**src/rtl/daq_multi_packetizer.sv**
```systemverilog
// Sequences NUM_ADC AD7606-style converters on one shared bus and frames each conversion
// into a byte stream (A5, seq, samples MSB-first). Optional checksum byte: DAQ_PKT_CHECKSUM_EN.
module daq_multi_packetizer #(
  parameter int NUM_ADC     = 2,
  parameter int CH_PER_ADC  = 8,
  parameter int CONV_PERIOD = 1000,
  parameter int CONV_LOW    = 4,
  parameter int RD_LOW      = 3,
  parameter int RD_HIGH     = 2,
  parameter int BUSY_TO     = 255,
  parameter int FIFO_DEPTH  = 128
) (
  input  logic               clk_i,
  input  logic               reset_i,
  input  logic               en_i,
  output logic               conv_o,
  input  logic [NUM_ADC-1:0] busy_i,
  input  logic               frstdata_i,
  output logic [NUM_ADC-1:0] cs_o,
  output logic               rd_o,
  input  logic [15:0]        db_i,
  output logic [7:0]         pkt_data_o,
  output logic               pkt_valid_o,
  input  logic               pkt_ready_i,
  output logic               pkt_sop_o,
  output logic               pkt_eop_o,
  output logic [15:0]        drop_cnt_o,
  output logic               timeout_o,
  output logic               frst_err_o
);
`ifdef DAQ_PKT_CHECKSUM_EN
  localparam int FRAME_BYTES = 3 + 2*NUM_ADC*CH_PER_ADC;
`else
  localparam int FRAME_BYTES = 2 + 2*NUM_ADC*CH_PER_ADC;
`endif
  localparam int AW  = $clog2(FIFO_DEPTH);
  localparam int PW  = $clog2(CONV_PERIOD);
  localparam int AIW = (NUM_ADC > 1) ? $clog2(NUM_ADC) : 1;
  localparam int CIW = (CH_PER_ADC > 1) ? $clog2(CH_PER_ADC) : 1;
  localparam logic [AW:0]    DEPTH_V = FIFO_DEPTH[AW:0];
  localparam logic [AW:0]    FB_V    = FRAME_BYTES[AW:0];
  localparam logic [15:0]    CL_M1   = 16'(CONV_LOW - 1);
  localparam logic [15:0]    BT_M1   = 16'(BUSY_TO - 1);
  localparam logic [15:0]    RL_M1   = 16'(RD_LOW - 1);
  localparam logic [15:0]    RH_M1   = 16'(RD_HIGH - 1);
  localparam logic [AIW-1:0] LAST_A  = AIW'(NUM_ADC - 1);
  localparam logic [CIW-1:0] LAST_C  = CIW'(CH_PER_ADC - 1);

  typedef enum logic [2:0] {IDLE, CONV, WAIT_HI, WAIT_LO, READ, DONE, ABORT} state_t;
  typedef enum logic [1:0] {R_LO, R_HI, R_GAP} rph_t;
  typedef struct packed {
    logic       sop;
    logic       eop;
    logic [7:0] data;
  } entry_t;

  state_t         state;
  rph_t           rph;
  logic [15:0]    tmr;
  logic [AIW-1:0] adc;
  logic [CIW-1:0] ch;
  logic [7:0]     seq, samp_lsb;
  logic [PW-1:0]  per_cnt;
  logic           tick, push, pop, hold, last_smp;
  entry_t         push_e, head;
  entry_t         mem [FIFO_DEPTH];
  logic [AW:0]    wr_ptr, rd_ptr, frame_start, vis_ptr, used, free;

  assign tick = en_i && (per_cnt == PW'(CONV_PERIOD - 1));

  always_ff @(posedge clk_i)
    if (reset_i || !en_i || tick) per_cnt <= '0;
    else                          per_cnt <= per_cnt + 1'b1;

  // Bytes of a frame that can still abort stay invisible to the reader until READ.
  assign hold     = (state == CONV) || (state == WAIT_HI) || (state == WAIT_LO) || (state == ABORT);
  assign vis_ptr  = hold ? frame_start : wr_ptr;
  assign used     = wr_ptr - rd_ptr;
  assign free     = DEPTH_V - used;
  assign head     = mem[rd_ptr[AW-1:0]];
  assign pkt_valid_o = (vis_ptr != rd_ptr);
  assign pkt_data_o  = head.data;
  assign pkt_sop_o   = pkt_valid_o & head.sop;
  assign pkt_eop_o   = pkt_valid_o & head.eop;
  assign pop         = pkt_valid_o & pkt_ready_i;
  assign last_smp    = (adc == LAST_A) && (ch == LAST_C);

`ifdef DAQ_PKT_CHECKSUM_EN
  logic [7:0] csum;
  always_ff @(posedge clk_i)
    if (reset_i || (state == IDLE)) csum <= '0;
    else if (push)                  csum <= csum ^ push_e.data;
`endif

  // Header on the first CONV cycle, sequence on the second (CONV_LOW >= 2).
  always_comb begin
    push   = 1'b0;
    push_e = '0;
    case (state)
      CONV: begin
        if (tmr == 16'd0)      begin push = 1'b1; push_e = '{sop: 1'b1, eop: 1'b0, data: 8'hA5}; end
        else if (tmr == 16'd1) begin push = 1'b1; push_e = '{sop: 1'b0, eop: 1'b0, data: seq};   end
      end
      READ: begin
        if (rph == R_LO && tmr == RL_M1) begin
          push   = 1'b1;
          push_e = '{sop: 1'b0, eop: 1'b0, data: db_i[15:8]};
        end else if (rph == R_HI && tmr == 16'd0) begin
          push = 1'b1;
`ifdef DAQ_PKT_CHECKSUM_EN
          push_e = '{sop: 1'b0, eop: 1'b0, data: samp_lsb};
`else
          push_e = '{sop: 1'b0, eop: last_smp, data: samp_lsb};
`endif
        end
      end
`ifdef DAQ_PKT_CHECKSUM_EN
      DONE: begin push = 1'b1; push_e = '{sop: 1'b0, eop: 1'b1, data: csum}; end
`endif
      default: ;
    endcase
  end

  always_ff @(posedge clk_i)
    if (push && !reset_i) mem[wr_ptr[AW-1:0]] <= push_e;

  always_ff @(posedge clk_i)
    if (reset_i)  rd_ptr <= '0;
    else if (pop) rd_ptr <= rd_ptr + 1'b1;

  always_ff @(posedge clk_i) begin
    if (reset_i) begin
      state       <= IDLE;
      rph         <= R_LO;
      tmr         <= '0;
      adc         <= '0;
      ch          <= '0;
      seq         <= '0;
      samp_lsb    <= '0;
      wr_ptr      <= '0;
      frame_start <= '0;
      conv_o      <= 1'b1;
      cs_o        <= '1;
      rd_o        <= 1'b1;
      drop_cnt_o  <= '0;
      timeout_o   <= 1'b0;
      frst_err_o  <= 1'b0;
    end else begin
      timeout_o <= 1'b0;
      if (push) wr_ptr <= wr_ptr + 1'b1;
      case (state)
        IDLE: if (tick) begin
          if (free >= FB_V) begin
            state       <= CONV;
            conv_o      <= 1'b0;
            tmr         <= '0;
            frame_start <= wr_ptr;
          end else begin
            if (drop_cnt_o != 16'hFFFF) drop_cnt_o <= drop_cnt_o + 16'd1;
            seq <= seq + 8'd1;
          end
        end
        CONV: begin
          tmr <= tmr + 16'd1;
          if (tmr == CL_M1) begin
            conv_o <= 1'b1;
            state  <= WAIT_HI;
            tmr    <= '0;
          end
        end
        WAIT_HI: begin
          tmr <= tmr + 16'd1;
          if (&busy_i)           begin state <= WAIT_LO; tmr <= '0; end
          else if (tmr == BT_M1) state <= ABORT;
        end
        WAIT_LO: begin
          tmr <= tmr + 16'd1;
          if (~|busy_i) begin
            state <= READ;
            rph   <= R_LO;
            tmr   <= '0;
            adc   <= '0;
            ch    <= '0;
            cs_o  <= ~NUM_ADC'(1);
            rd_o  <= 1'b0;
          end else if (tmr == BT_M1) state <= ABORT;
        end
        READ: begin
          tmr <= tmr + 16'd1;
          case (rph)
            R_LO: if (tmr == RL_M1) begin
              samp_lsb <= db_i[7:0];
              rd_o     <= 1'b1;
              rph      <= R_HI;
              tmr      <= '0;
              if (frstdata_i != (ch == '0)) frst_err_o <= 1'b1;
            end
            R_HI: if (tmr == RH_M1) begin
              tmr <= '0;
              if (ch == LAST_C) begin
                cs_o <= '1;
                ch   <= '0;
                if (adc == LAST_A) state <= DONE;
                else               rph   <= R_GAP;
              end else begin
                ch   <= ch + 1'b1;
                rd_o <= 1'b0;
                rph  <= R_LO;
              end
            end
            default: begin
              cs_o <= ~(NUM_ADC'(1) << (adc + 1'b1));
              adc  <= adc + 1'b1;
              rd_o <= 1'b0;
              rph  <= R_LO;
              tmr  <= '0;
            end
          endcase
        end
        DONE: begin
          seq   <= seq + 8'd1;
          state <= IDLE;
        end
        ABORT: begin
          timeout_o <= 1'b1;
          wr_ptr    <= frame_start;
          seq       <= seq + 8'd1;
          state     <= IDLE;
        end
        default: state <= IDLE;
      endcase
    end
  end
endmodule

```
**config.mk**
```make
export PLATFORM = sky130hd
export DESIGN_NAME = daq_multi_packetizer
export DESIGN_NICKNAME = d
export VERILOG_FILES = /design/src/rtl/daq_multi_packetizer.sv
export SDC_FILE = /design/constraint.sdc
export NUM_CORES = 1
export LEC_CHECK = 0
export ABC_AREA = 0
export CORE_ASPECT_RATIO = 2
export CORE_MARGIN = 2
export CORE_UTILIZATION = 25
export DETAILED_ROUTE_END_ITERATION = 7
export GPL_ROUTABILITY_DRIVEN = 0
export PLACE_DENSITY = 0.45
export SETUP_SLACK_MARGIN = 0.4
export SYNTH_ARGS = -nofsm -noshare
export SYNTH_HDL_FRONTEND = slang
export SYNTH_SLANG_ARGS = --single-unit
```
**constraint.sdc**
```tcl
create_clock -name clk_i -period 17.9 [get_ports clk_i]
set_clock_uncertainty 0.1 [all_clocks]
set_input_delay 1.79 -clock clk_i [delete_from_list [all_inputs] [get_ports clk_i]]
set_output_delay 1.79 -clock clk_i [all_outputs]
set_load 0.005 [all_outputs]
```
Yosys cells after proc, flatten, opt, wreduce, memory -nomap -nowiden
Memories as Yosys holds them, arrays and structs flattened. A register that Yosys moved wholly into a read port is not among the register bits.
Cells that the tools add are included.
Widths: inputs -> output; s select.

cells by class
  mux-type cells = 70
  order comparisons = 1
  add/sub/neg operators = 10
  reduce and logical (&&, ||, !) cells = 38
  equal/unequal tests = 32
  bitwise logic cells = 5
  shifts and indexed selects = 1

operator list
  cell                   count
  $mux 16                7
  $pmux 16 s5            1
  $mux 8                 6
  $mux 3                 14
  $add 16x1->16 const B  2
  $eq 16x2->1 const B    2
  $pmux 16 s2            1
  $add 8x1->8 const B    3
  $ne 2x2->1 const B     10
  $pmux 10 s2            1
  $mux 9                 2
  $eq 16x1->1 const B    1
  $eq 16x8->1 const B    1
  $logic_not 16->1       1
  $mux 2                 8
  $ne 16x16->1 const B   1
  $pmux 2 s2             4
  $pmux 8 s2             1
  $reduce_and 4->1       4
  $mux 1                 15
  $pmux 3 s5             1
  $reduce_and 3->1       5
  $reduce_and 5->1       3
  $mux 7                 2
  other kinds (33)       61

storage, ports and cells
  input port bits = 23
  register bits after elaboration = 97
  memories kept = 1
  RAM bits = 1280
  output and inout bits = 33

memories
  memory  depth  width  rd ports  clocked after Yosys merged registers in  write ports  line  source
  mem     128    10     1         1                                        1            66    entry_t mem [FIFO_DEPTH];

Depth between registers and ports, before layout
Gate-level depths: netlist (run 1).

  depth after elaboration = 9
  depth in mapped cells = 14

Least setup slack after synthesis (run 1)
OpenSTA, ideal clock, no wires.

  path type = register to register
  start = register tmr[11]
  end = memory mem[0][0] (netlist name) (data pin)
  stages on the path, launching flop included = 8
  slack = 9.167 ns
  arrival time = 8.123 ns
  library setup time = 0.510 ns
  data required time = 17.290 ns
  path buffers = 1
  cell sequence = dfxtp_1 or4_1 and4bb_1 buf_4 nand2_1 nor3_1 a21oi_1 nand2_1

RTL lines
  element                   line  source
  start: declaration        59    logic [15:0] tmr;
  start signal: assignment  164   tmr <= tmr + 16'd1;
  start signal: assignment  172   tmr <= tmr + 16'd1;
  start signal: assignment  177   tmr <= tmr + 16'd1;
  end: declaration          66

==> results of run 1 <==
==> metrics by stage <==
| step | worst slack [ps] | util (%) | hold WS (ps) | std cells |
|---|---|---|---|---|
| after detailed placement | 10090 | 27.05 | 346.8 | 5605 |
| after global placement | 10120 | 27.05 | 340.7 | 5605 |
| final | 9454 | 28.95 | 357.2 | 5836 |
| after CTS | 9171 | 28.95 | 357.8 | 5835 |
| after floorplan | 9167 | - | 326.0 | 2782 |
| after global routing | 8876 | 28.95 | 374.1 | 5836 |
==> worst min-delay path: stages (launching register included) <==
cell	delay, ps
dfxtp_1	310
nand2_1	50
a21oi_1	50
==> power by group <==
part,internal [uW],switching (uW),leakage [uW]
clock network,1550,1260,0.00202
logic,191,242,0.00419
registers,3510,13.7,0.0122
total,5260,1510,0.0184
==> kinds of logic (layout without fill, tap and decap cells) <==
kind of cell             after synthesis  count (layout)  share of synthesized area [%]
adder cells (fa/ha/maj)               26              26                         0.6057
XOR/XNOR                              23              23                         0.3666
multiplexers                         408             408                          16.00
flip-flops                          1384            1384                          73.74
other                                  0               1                              0
AND/OR/NAND/NOR                      454             454                          4.115
AO/OA/AOI/OAI                        278             278                          3.459
buffers and inverters                209             445                          1.719
==> worst max-delay path by stage <==
stage,end,slack (ps),start,cells past startpoint
floorplan,mem[0][0]$_DFFE_PP_,9170,tmr[11]$_SDFFE_PP0P_,7
global placement,pkt_sop_o,10120,flip-flop,11
detailed placement,pkt_sop_o,10090,flip-flop,10
CTS,pkt_sop_o,9170,flip-flop,10
global route,pkt_sop_o,8880,flip-flop,10
finish,pkt_sop_o,9450,flip-flop,10
==> synthesized netlist by cell type, types with 4 or more instances <==
cell type	instances	area [um^2]
o221ai_1	4	35.03
nor4_1	4	25.02
mux4_2	376	8468
and2_1	7	43.79
or3_1	19	118.9
a222oi_1	4	40.04
a22oi_1	33	247.7
buf_1	19	71.32
nor2b_1	11	68.82
a211oi_1	14	105.1
nand3_4	6	105.1
o21a_1	4	30.03
nand2_1	81	304.0
o311ai_0	6	52.55
nor3_1	10	50.05
a311oi_1	7	61.31
buf_6	4	45.04
o21ai_0	49	245.2
edfxtp_1	1280	38440
or2_2	8	50.05
nand4_1	17	106.4
buf_2	62	310.3
o41ai_1	5	43.79
ha_1	25	312.8
a21oi_1	64	320.3
and3_1	12	75.07
clkbuf_1	53	198.9
nand2b_1	9	56.30
mux2i_1	31	310.3
a221oi_1	25	219.0
o22ai_1	16	100.1
nor2_1	195	732.0
nand3_1	36	180.2
or4_1	10	75.07
inv_1	56	210.2
xor2_1	8	70.07
a22o_1	8	70.07
buf_4	14	105.1
xnor2_1	15	131.4
o31ai_1	6	45.04
dfxtp_1	104	2082
==> flip-flops by register name, summed over array words and instances (netlist names), named ones only <==
| name | count |
|---|---|
| adc | 1 |
| ch | 3 |
| conv_o | 1 |
| cs_o | 2 |
| drop_cnt_o | 16 |
| frame_start | 8 |
| frst_err_o | 1 |
| mem | 1280 |
| per_cnt | 10 |
| rd_o | 1 |
| rd_ptr | 8 |
| rph | 2 |
| samp_lsb | 8 |
| seq | 8 |
| state | 3 |
| timeout_o | 1 |
| tmr | 16 |
| wr_ptr | 8 |
==> layer usage <==
metal / track usage [%] / vias to the layer above
met5: 0 / -
met4: 6.363 / 0
met3: 1.399 / 271
met2: 28.47 / 577
met1: 14.16 / 14720
li1: - / 11740
==> layout make-up <==
class | instances | area [um^2] | area share [%]
clock buffers | 166 | 3642 | 5.747
flip-flops and latches | 1384 | 40540 | 63.95
well taps | 2817 | 3525 | 5.561
multi-input cells | 1189 | 13600 | 21.45
inverters | 57 | 224.0 | 0.3534
diodes | 1 | 2.502 | 0.003948
clock inverters | 64 | 510.5 | 0.8054
repair buffers | 158 | 1344 | 2.120
==> results.sh, run 1 <==
export IMPL_antenna_found_initial=1
export IMPL_cp_arrival_ps=6560
export IMPL_cts_resized=0
export IMPL_rows=243
export IMPL_cts_tree="built"
export IMPL_r2r_slack_ps=13070
export IMPL_async_flop_share_pct=0
export IMPL_worstSkewPairLatency_ps=780
export IMPL_cts_buffer_depth=4
export IMPL_cp_num_buf_inv=4
export IMPL_rsz0062_at_grt="no"
export IMPL_r2r_cells=8
export IMPL_maxCapViolations=0
export IMPL_setup_viol=0
export IMPL_worstSetupStartpointType="flip-flop"
export IMPL_layout_commonest_cell="edfxtp_1"
export IMPL_synth_area_per_cell_um2=19.75
export IMPL_grtUsageTotal_pct=14.09
export IMPL_reg2reg_from="tmr[11]$_SDFFE_PP0P_"
export IMPL_ir_drop_mv=0.07618
export IMPL_hpwl_mm=103.3
export IMPL_holdPathStages=2
export IMPL_cp_slowest_stage_delay_ps=840
export IMPL_fp_coreArea_um2=218900
export IMPL_synth_ff_type="edfxtp_1"
export IMPL_min_to="samp_lsb[0]$_SDFFE_PP0P_"
export IMPL_crit_path_cell_trace="buf_4 > buf_4 > buf_4 > mux4_2 > a22o_1 > a221oi_1 > o221ai_1 > mux2i_1 > nor2_1 > clkdlybuf4s50_1"
export IMPL_crit_path_top_delay_cell="buf_4"
export IMPL_hold_buffers=0
export IMPL_fin_area_um2=63380
export IMPL_die_w_um=335.5
export IMPL_grt_pass1_wl_mm=224.0
export IMPL_routed_top_layer="met4"
export IMPL_nNetsFinal=2977
export IMPL_vias=27310
export IMPL_crit_type="reg -> out"
export IMPL_ys_warn_count=0
export IMPL_synth_edff_count=1280
export IMPL_ys_types=81
export IMPL_drv_slew=0
export IMPL_drt_total_wl_mm=158.1
export IMPL_reg2reg_to="mem[81][4]$_DFFE_PP_"
export IMPL_postSynthCellCount=2782
export IMPL_p_leak_uw=0.01844
export IMPL_wl_met2_mm=92.59
export IMPL_worstMarginPinSlew_ps=1255
export IMPL_area_growth_pct=15.34
export IMPL_grt_pass1_vias=29370
export IMPL_tns_ps=0
export IMPL_fillers=21620
export IMPL_post_cts_setup_buffers=0
export IMPL_final_cell_mix="edfxtp_1, mux4_2, nor2_1"
export IMPL_status="complete, no violations"
export IMPL_synth_cell_area_um2=54950
export IMPL_portBuffers=55
export IMPL_grt_max_degree=107
export IMPL_crit_family="buffers and inverters"
export IMPL_boundaryPins=56
export IMPL_clock_sinks=1384
export IMPL_period_share_pct=47.18
export IMPL_overflow=0
export IMPL_crit_fanout=42
export IMPL_drive_above_1_share_pct=24.29
export IMPL_drtAntennaViolNets=0
export IMPL_cts_made_buffers=138
export IMPL_cts_root_buf="clkbuf_16"
export IMPL_hold_viol=0
export IMPL_dieArea_um2=223800
export IMPL_synth_seq_cells=1384
export IMPL_die_h_um=667.0
export IMPL_p_per_area_nw_per_um2=106.8
export IMPL_fin_total_pwr_uw=6770
export IMPL_drt_met1_wl_mm=53.94
export IMPL_fmax_mhz=118.4
export IMPL_slew_headroom_pct=16.02
export IMPL_cts_htree_levels=4
export IMPL_cpMostUsedCell="buf_4"
export IMPL_endpoint_kind="output port"
export IMPL_start_util_pct=25.10
export IMPL_vias_per_cell=4.679
export IMPL_placed_cell_area_um2=59230
export IMPL_post_drt_wl_per_cell_um=27.10
export IMPL_wl_met3_mm=4.317
export IMPL_min_delay_start="samp_lsb[0]$_SDFFE_PP0P_"
export IMPL_drc=0
export IMPL_min_path_type="reg -> reg"
export IMPL_drtIter0Drc=1803
export IMPL_clkTransAtPathRegs_ps=60
export IMPL_syn_nets=2831
export IMPL_cp_required_ps=16010
export IMPL_first_pass_iters=5
export IMPL_yosysSeqAreaShare_pct=73.74
export IMPL_post_route_min_period_ps=8446
No activity file was read; power rests on OpenSTA's default activity.
==> run 2, diff against run 1 <==
==> constraint.sdc (replaced) <==
create_clock -name clk_i -period 8.2 [get_ports clk_i]
set_clock_uncertainty 0.1 [all_clocks]
set_input_delay 0.82 -clock clk_i [delete_from_list [all_inputs] [get_ports clk_i]]
set_output_delay 0.82 -clock clk_i [all_outputs]
set_load 0.005 [all_outputs]
==> run 2 against run 1 <==
First-iteration DRC count increased by 3.5%. Register-to-register slack lost 9500 ps. Critical endpoint is now pkt_eop_o. Combinational power up 110%. Total power is 120% higher. Sequential share of layout area about the same. Sequential power rose by 120%. Worst setup slack worse by 7400 ps. Hold slack worse by 30 ps. Count of clock-buffer cells in the layout shrank 31. Non-clock buffer count down 8. Clock power increased by 120%. Cell count down 0.15%.
==> results.sh, run 2 (synthesis gave the netlist of run 1 again) <==
export IMPL_worstMarginPinSlew_ps=1318
export IMPL_cts_root_buf="clkbuf_16"
export IMPL_layout_commonest_cell="edfxtp_1"
export IMPL_die_h_um=667.0
export IMPL_area_growth_pct=15.37
export IMPL_drv_slew=0
export IMPL_endpoint_kind="output port"
export IMPL_cts_buffer_depth=3
export IMPL_post_cts_setup_buffers=0
export IMPL_grtUsageTotal_pct=13.95
export IMPL_status="complete, no violations"
export IMPL_min_path_type="in -> reg"
export IMPL_post_drt_wl_per_cell_um=26.87
export IMPL_vias_per_cell=4.647
export IMPL_vias=27080
export IMPL_dieArea_um2=223800
export IMPL_worstSetupStartpointType="flip-flop"
export IMPL_final_cell_mix="edfxtp_1, mux4_2, nor2_1"
export IMPL_clock_sinks=1384
export IMPL_drt_total_wl_mm=156.6
export IMPL_rsz0062_at_grt="no"
export IMPL_grt_max_degree=96
export IMPL_setup_viol=0
export IMPL_cp_required_ps=7280
export IMPL_crit_family="multiplexers"
export IMPL_clkTransAtPathRegs_ps=70
export IMPL_reg2reg_from="tmr[12]$_SDFFE_PP0P_"
export IMPL_largest_reg_flops=1280
export IMPL_r2r_cells=8
export IMPL_cts_htree_levels=3
export IMPL_drc=0
export IMPL_path_depth=8
export IMPL_drtAntennaViolNets=0
export IMPL_antenna_found_initial=3
export IMPL_crit_fanout=39
export IMPL_hold_buffers=0
export IMPL_reg2reg_to="mem[48][4]$_DFFE_PP_"
export IMPL_hpwl_mm=103.7
export IMPL_period_share_pct=75.25
export IMPL_crit_type="reg -> out"
export IMPL_holdPathStages=2
export IMPL_fp_coreArea_um2=218900
export IMPL_grt_pass1_wl_mm=222.3
export IMPL_p_per_area_nw_per_um2=231.9
export IMPL_fmax_mhz=162.1
export IMPL_fin_ws_ps=2029
export IMPL_die_w_um=335.5
export IMPL_ir_drop_mv=0.1886
export IMPL_crit_path_top_delay_cell="dfxtp_4"
export IMPL_r2r_slack_ps=3530
export IMPL_worstSkewPairLatency_ps=770
export IMPL_overflow=0
export IMPL_start_util_pct=25.10
export IMPL_maxCapViolations=0
export IMPL_drive_above_1_share_pct=24.83
export IMPL_hold_viol=0
export IMPL_post_place_ws_ps=2767
export IMPL_cp_arrival_ps=5250
export IMPL_cts_tree="built"
export IMPL_cp_num_buf_inv=2
export IMPL_cts_resized=0
export IMPL_p_leak_uw=0.01818
export IMPL_first_pass_iters=7
export IMPL_crit_path_cell_trace="buf_4 > mux4_2 > a22o_1 > a221oi_1 > o221ai_1 > mux2i_1 > nor2_1 > clkdlybuf4s50_1"
export IMPL_worstSetupEndpoint="pkt_eop_o"
export IMPL_boundaryPins=56
export IMPL_post_route_min_period_ps=6171
export IMPL_drtIter0Drc=1867
export IMPL_rows=243
export IMPL_slew_headroom_pct=11.78
export IMPL_tns_ps=0
export IMPL_cp_slowest_stage_delay_ps=950
export IMPL_nNetsFinal=2952
export IMPL_cts_made_buffers=121
export IMPL_grt_pass1_vias=29160
export IMPL_portBuffers=55
run 2: cell types whose count changed in the layout (fill, tap and decap cells not counted), sizes merged:
cell      delta
buf          -8
bufinv      +10
clkbuf      -31
clkinv      +13
clkinvlp     +6
inv          +1
run 2: cell type report:
cell class	instances	area (um^2)
Clock inverter	94	1039
Multi-Input combinational cell	1189	13610
Sequential cell	1384	40540
Inverter	57	224.0
Fill cell	21590	155500
Tap cell	2817	3525
Antenna cell	1	2.502
Timing Repair Buffer	150	1334
Clock buffer	135	3132
run 2: layer usage:
metal	share of wire, %	GRT usage (%)	up-vias
li1	-	-	11700
met1	34	13.95	14670
met2	60	28.61	534
met3	2.9	1.576	175
met4	3.7	5.235	0
met5	0	0	-
run 2: worst register-to-register path: cells and delay by family (launching register included):
family | cells | cell delay, ps
AND/OR/NAND/NOR | 4 | 1800
buffers and inverters | 2 | 1300
AO/OA/AOI/OAI | 2 | 630
flip-flops | 1 | 360
run 2: worst min path at each step:
stage                                   from                          to  slack [ps]
floorplan              per_cnt[0]$_SDFF_PP0_       per_cnt[0]$_SDFF_PP0_         330
global placement    samp_lsb[1]$_SDFFE_PP0P_    samp_lsb[1]$_SDFFE_PP0P_         350
detailed placement  samp_lsb[1]$_SDFFE_PP0P_    samp_lsb[1]$_SDFFE_PP0P_         350
CTS                                  reset_i  drop_cnt_o[0]$_SDFFE_PP0P_         270
global route                         reset_i  drop_cnt_o[0]$_SDFFE_PP0P_         320
finish                               reset_i  drop_cnt_o[0]$_SDFFE_PP0P_         330
run 2: per-stage QoR:
step | hold WS (ps) | utilization [%] | power (uW) | instances | area, um^2
6_report | 326.8 | 28.96 | 14700 | 5827 | 63400
5_1_grt | 322.8 | 28.96 | 15150 | 5827 | 63400
4_1_cts | 271.6 | 28.96 | 14890 | 5826 | 63390
3_5_place_dp | 347.5 | 27.05 | 8834 | 5597 | 59220
3_3_place_gp | 346.4 | 27.05 | 8832 | 5597 | 59220
2_1_floorplan | 326.0 | - | 8516 | 2782 | 54950
run 2: where the power goes:
part,total [uW],switching [uW],internal (uW)
clock network,6060,2750,3310
registers,7710,37.8,7670
logic,929,517,412
